==> config.mk <==
export PLATFORM = sky130hd
export DESIGN_NAME = bus_terminal_fifo
export DESIGN_NICKNAME = d
export VERILOG_FILES = /design/src/rtl/bus_terminal_pkg.sv /design/src/rtl/bus_term_fifo.sv /design/src/rtl/bus_terminal_fifo.sv
export SDC_FILE = /design/constraint.sdc
export NUM_CORES = 1
export LEC_CHECK = 0
export ABC_AREA = 1
export CORE_MARGIN = 3
export CORE_UTILIZATION = 55
export CTS_BUF_LIST = sky130_fd_sc_hd__clkbuf_8 sky130_fd_sc_hd__clkbuf_16
export CTS_CLUSTER_DIAMETER = 40
export DETAILED_ROUTE_END_ITERATION = 7
export GPL_TIMING_DRIVEN = 0
export PLACE_DENSITY = 0.75
export SLEW_MARGIN = 20
export SYNTH_ARGS = -nofsm -noshare
export SYNTH_HDL_FRONTEND = slang
export SYNTH_SLANG_ARGS = --single-unit
==> constraint.sdc <==
create_clock -name clk -period 4.3 [get_ports clk]
set_input_delay 0.43 -clock clk [delete_from_list [all_inputs] [get_ports clk]]
set_output_delay 0.43 -clock clk [all_outputs]
set_load 0.1 [all_outputs]
==> src/rtl/bus_terminal_pkg.sv <==
// Shared constants and helpers for the bus terminal FIFO endpoint.
package bus_terminal_pkg;

  localparam int ID_W    = 8;
  localparam int PKT_MAX = 256;
  localparam logic [ID_W-1:0] BC_ID = 8'hFF;

  // Packets are zero-extended to PKT_MAX so one helper serves any packet width.
  function automatic logic [ID_W-1:0] dest_of(input logic [PKT_MAX-1:0] pkt,
                                              input int pkt_w);
    return pkt[pkt_w-1 -: ID_W];
  endfunction

endpackage

==> src/rtl/bus_term_fifo.sv <==
// Synchronous FIFO with first-word fall-through head; callers pass already-qualified
// wr/rd strobes (never write when full without a read, never read when empty).
module bus_term_fifo #(
  parameter int width = 16,
  parameter int depth = 8
) (
  input  logic                         clk,
  input  logic                         reset,
  input  logic                         wr,
  input  logic [width-1:0]             wr_data,
  input  logic                         rd,
  output logic                         full,
  output logic                         empty,
  output logic [$clog2(depth+1)-1:0]   count,
  output logic [width-1:0]             head
);

  localparam int PW = $clog2(depth);
  localparam int CW = $clog2(depth+1);

  logic [width-1:0] mem [depth];
  logic [PW-1:0]    wr_ptr;
  logic [PW-1:0]    rd_ptr;

  // NOTE: sequential state uses non-blocking assignments so every flop samples
  // pre-edge values regardless of statement order.
  always_ff @(posedge clk or negedge reset) begin
    if (!reset) begin
      wr_ptr <= '0;
      rd_ptr <= '0;
      count  <= '0;
    end else begin
      if (wr) wr_ptr <= wr_ptr + PW'(1);
      if (rd) rd_ptr <= rd_ptr + PW'(1);
      case ({wr, rd})
        2'b10:   count <= count + CW'(1);
        2'b01:   count <= count - CW'(1);
        default: ;
      endcase
    end
  end

  // NOTE: storage is deliberately not reset; validity is tracked by count, and
  // leaving it out of reset lets it map onto plain RAM.
  always_ff @(posedge clk) begin
    if (wr) mem[wr_ptr] <= wr_data;
  end

  assign full  = (count == CW'(depth));
  assign empty = (count == '0);
  // Unwritten storage is never exposed: an empty FIFO shows zero.
  assign head  = empty ? '0 : mem[rd_ptr];

endmodule

==> src/rtl/bus_terminal_fifo.sv <==
// Terminal endpoint for the bus controller: host-loaded TX FIFO drained by the bus,
// RX FIFO filled by the bus and drained by the host. Define ADDR_CHECK_EN to filter RX by destination ID.
module bus_terminal_fifo
  import bus_terminal_pkg::*;
#(
  parameter int              pckg_sz = 16,
  parameter int              depth   = 8,
  parameter logic [ID_W-1:0] id      = 8'h00,
  parameter logic [ID_W-1:0] bc      = BC_ID
) (
  input  logic                         clk,
  input  logic                         reset,
  input  logic                         tx_wr,
  input  logic [pckg_sz-1:0]           tx_data,
  output logic                         tx_full,
  output logic                         tx_ovf,
  output logic                         pndng,
  output logic [pckg_sz-1:0]           D_pop,
  input  logic                         pop,
  output logic                         tx_unf,
  input  logic                         push,
  input  logic [pckg_sz-1:0]           D_push,
  input  logic                         rx_rd,
  output logic [pckg_sz-1:0]           rx_data,
  output logic                         rx_valid,
  output logic                         rx_empty,
  output logic                         rx_ovf,
  output logic [$clog2(depth+1)-1:0]   tx_count,
  output logic [$clog2(depth+1)-1:0]   rx_count
);

  logic tx_empty;
  logic tx_rd_en, tx_wr_en;
  logic rx_full;
  logic rx_rd_en, rx_wr_en;
  logic push_ok;
  logic [pckg_sz-1:0] rx_head;

`ifdef ADDR_CHECK_EN
  logic [PKT_MAX-1:0] push_ext;
  logic [ID_W-1:0]    push_dest;
  assign push_ext  = PKT_MAX'(D_push);
  assign push_dest = dest_of(push_ext, pckg_sz);
  assign push_ok   = (push_dest == id) || (push_dest == bc);
`else
  logic unused_cfg;
  assign unused_cfg = ^{id, bc};
  assign push_ok    = 1'b1;
`endif

  assign pndng = !tx_empty;

  // A pop in the same cycle frees the slot, so a write to a full FIFO still lands.
  assign tx_rd_en = pop && pndng;
  assign tx_wr_en = tx_wr && (!tx_full || tx_rd_en);
  assign rx_rd_en = rx_rd && !rx_empty;
  assign rx_wr_en = push && push_ok && (!rx_full || rx_rd_en);

  bus_term_fifo #(.width(pckg_sz), .depth(depth)) u_tx_fifo (
    .clk     (clk),
    .reset   (reset),
    .wr      (tx_wr_en),
    .wr_data (tx_data),
    .rd      (tx_rd_en),
    .full    (tx_full),
    .empty   (tx_empty),
    .count   (tx_count),
    .head    (D_pop)
  );

  bus_term_fifo #(.width(pckg_sz), .depth(depth)) u_rx_fifo (
    .clk     (clk),
    .reset   (reset),
    .wr      (rx_wr_en),
    .wr_data (D_push),
    .rd      (rx_rd_en),
    .full    (rx_full),
    .empty   (rx_empty),
    .count   (rx_count),
    .head    (rx_head)
  );

  // Error flags are sticky until reset; rx_data holds the last packet read.
  always_ff @(posedge clk or negedge reset) begin
    if (!reset) begin
      tx_ovf   <= 1'b0;
      tx_unf   <= 1'b0;
      rx_ovf   <= 1'b0;
      rx_data  <= '0;
      rx_valid <= 1'b0;
    end else begin
      if (tx_wr && tx_full && !pop)                 tx_ovf <= 1'b1;
      if (pop && !pndng)                            tx_unf <= 1'b1;
      if (push && push_ok && rx_full && !rx_rd)     rx_ovf <= 1'b1;
      if (rx_rd_en) rx_data <= rx_head;
      rx_valid <= rx_rd_en;
    end
  end

endmodule

==> summary.txt <==
Drt
  – Vias: between 8000 and 9000
  – Routed WL per cell: between 15 and 20 um
  – Routed Antenna Nets: 0
  – Final WL: 28.7 mm
  – DRT iter0 DRCs: roughly 830
  – Vias per cell: 5.74
  – DR pass1 iterations: 6
  – # DRC: 0

Timing
  – Clock skew: ~0.023 ns
  – Final Cycle Share: roughly nine tenths
  – RSZ-0062 raised after global routing: no
  – Hold WS: 0.367 ns
  – Max-slew headroom: around 30%
  – Slew Limit Fails: 0
  – Fmax: between 200 and 300 MHz
  – Setup_tns: 0 ns
  – Final Critical Period: a little under 4 ns
  – Worst Max-Slew Pin Slew: roughly 1.0 ns
  – Final Hold Fails: 0
  – Setup slack after layout: around 0.44 ns
  – Setup-failing EPs final: 0

Logic synthesis
  – Yosys warnings: 0
  – Number of synthesized flops with an enable pin: approximately 260
  – Ys flop type: edfxtp_1
  – Mapped Cells: 992
  – Yosys cell types: 31
  – Commonest cells post-synth: 265 x nor2_1, 256 x edfxtp_1, 92 x nand2_1
  – Syn Nets: about 1000
  – FF+latch count, synth: roughly 300
  – Synth Area per Inst: around 12 sq um
  – Post-synthesis sequential area ratio: 72.5%
  – Async SR Flop Fraction: a little over an eighth
  – Post-synth top area share: between 60% and 70%
  – Most common cell in the netlist: nor2_1
  – Largest cells by area after synthesis: edfxtp_1 64%, dfrtp_1 8.4%, nor2_1 8.3%, o21ai_0 2.9%, nand2_1 2.9%
  – Synth area leader: edfxtp_1
  – Post-Syn Area: between 0.01 and 0.015 sq mm

Run
  – Max-cap violations: 0

Floorplan
  – Core ar.: between 0.02 and 0.025 sq mm
  – Die Area: between 0.02 and 0.025 sq mm
  – # rows: between 50 and 60
  – I/O pin count: 85
  – Starting density of the core: between 50% and 60%
  – Die H: 154 um
  – Die width: 154 um

Critical path
  – Worst Setup SP: u_tx_fifo.rd_ptr[1]
  – CP Buf/Inv Count: 3
  – Cells along the critical path: inv_2 > clkbuf_1 > o21ai_1 > o22ai_1 > nor2_1 > nor2_1 > clkdlybuf4s50_1
  – Worst path max stage delay: around 1.2 ns
  – FF-to-FF Start: u_rx_fifo.count[1]
  – Crit Path Max Fanout: 10
  – Slowest cell on crit path: clkdlybuf4s50_1
  – Most used cell, CP: nor2_1
  – CP endpoint kind: output port
  – WS Path Type: flip-flop to output port
  – Startpoint types: flip-flop
  – Crit-path leading delay family: buffers and inverters
  – Worst path required time: 3.87 ns
  – Critical path data arrival time: around 3.4 ns

Clock network
  – TritonCTS clock tree: done
  – Reg clk slew, reported paths: 0.06 ns
  – CTS Sinks: a little under 300
  – CTS Hold Buffers Added: 1
  – H-tree levels: 2
  – Clk_lat worst skew: between 0.5 and 0.6 ns
  – CTS max path bufs: 3
  – CTS resizes: 0
  – Post-CTS Setup Inserts: 0
  – TritonCTS Buffers: 39
  – Clock Root Buffer: clkbuf_16

Placed design
  – Post-DP HPWL: about 19 mm
  – Pre-CTS WS: ~1.0 ns
  – Routability Congestion: about 0.8
  – PortBufs: between 80 and 90

Run status
  – Status: finished, final reports clean

Global routing
  – Vias in the first global route: just over 8000
  – Initial antenna violation count: 0
  – Largest net degree at the start of global routing: 30
  – First-pass GRT wire length: about 44 mm
  – Grt total ovfl: 0
  – Total GRT Usage: a little under a quarter

Layout
  – Nets: roughly 1200
  – Filler Cell Count: 1402
  – Layout area overhead: 23.6%
  – Seq. cell area: 0.00869 sq mm
  – Antenna fix cells: 0
  – Post-layout util: between 60 and 70%
  – Layout cells sized above 1: around an eighth
  – Multi-input logic area: just under 0.003 sq mm

Hold path
  – Hold WC Path Type: primary input to async pin
[registers in the layout (all words and copies together), names as in the netlist]
| register | count |
|---|---|
| u_rx_fifo.rd_ptr | 3 |
| rx_data | 16 |
| rx_ovf | 1 |
| rx_valid | 1 |
| tx_ovf | 1 |
| u_tx_fifo.mem | 128 |
| u_rx_fifo.count | 4 |
| u_tx_fifo.rd_ptr | 3 |
| u_rx_fifo.mem | 128 |
| u_rx_fifo.wr_ptr | 3 |
| u_tx_fifo.count | 4 |
| u_tx_fifo.wr_ptr | 3 |
| tx_unf | 1 |
[layout by cell type, fill, tap and decap left out, drive strengths merged, types with 2 or more instances in the layout]
cell type,instances
clkbuf,58
o22ai,16
inv,38
o211ai,16
xnor2,5
edfxtp,256
or2,2
clkinv,13
nor2,266
nand2,92
buf,54
dfrtp,40
o21bai,3
nand3,53
clkinvlp,3
xor2,7
bufinv,5
o21ai,138
ha,10
clkdlybuf4s50,83
[final cells by class]
class / count / area share [%]
multi-input cells: 614 / 19.6
repair buffers: 102 / 7.32
clock buffers: 43 / 7.04
flip-flops and latches: 296 / 58.7
plain buffers: 51 / 2.19
inverters: 31 / 0.786
clock inverters: 28 / 2.13
well taps: 275 / 2.32
[path summary, 6_finish.rpt]
check                                 endpoint  slack [ns]  depth (start not counted)
max                                  D_pop[13]        0.44                          7
min                                rx_data[10]        0.37                          2
max reg2reg                 u_rx_fifo.count[3]        1.91                         13
min reg2reg                             tx_ovf        0.47                          1
max in group asynchronous  u_tx_fifo.rd_ptr[2]        3.44                          3
min in group clk                        tx_ovf        0.47                          1
[worst reg2reg max path, cell delays in order, from the launching register on]
cell and delay, ns:
dfrtp_1 0.42, nor2_1 0.09, nand3_1 0.07, inv_1 0.06, nor2_2 0.17, buf_2 0.37
ha_1 0.30, ha_1 0.29, nand2_1 0.07, nand2_1 0.05, nor2_1 0.13, nor2_1 0.06
o21bai_1 0.15, nand2_1 0.06
[metal layers]
metal | routed length, um | GRT usage (%) | part of all wire, %
met1 | 11300 | 31.0 | 39
met2 | 14300 | 40.3 | 50
met3 | 2360 | 4.56 | 8.2
met5 | 0 | 0 | 0
met4 | 770 | 9.63 | 2.7
[cells by family (layout without fill, tap and decap cells)]
group           count (synthesis)  in the layout  synth area share (%)
xor+xnor                       12             12                 0.877
fa+ha+maj                      11             11                  1.21
buf+inv                        82            255                  3.68
compound gates                175            175                  7.91
flops                         296            296                  72.5
simple gates                  416            416                  13.8
[through the flow]
| stage | cell area, sq um | cells |
|---|---|---|
| final | 14800 | 1440 |
| after global routing | 14800 | 1440 |
| after CTS | 14800 | 1440 |
| after detailed placement | 13400 | 1368 |
| after global placement | 13200 | 1351 |
| after floorplan | 12000 | 992 |
Power is not shown: default switching activity piles up to over one toggle a cycle in this logic, so the estimate is an artifact.
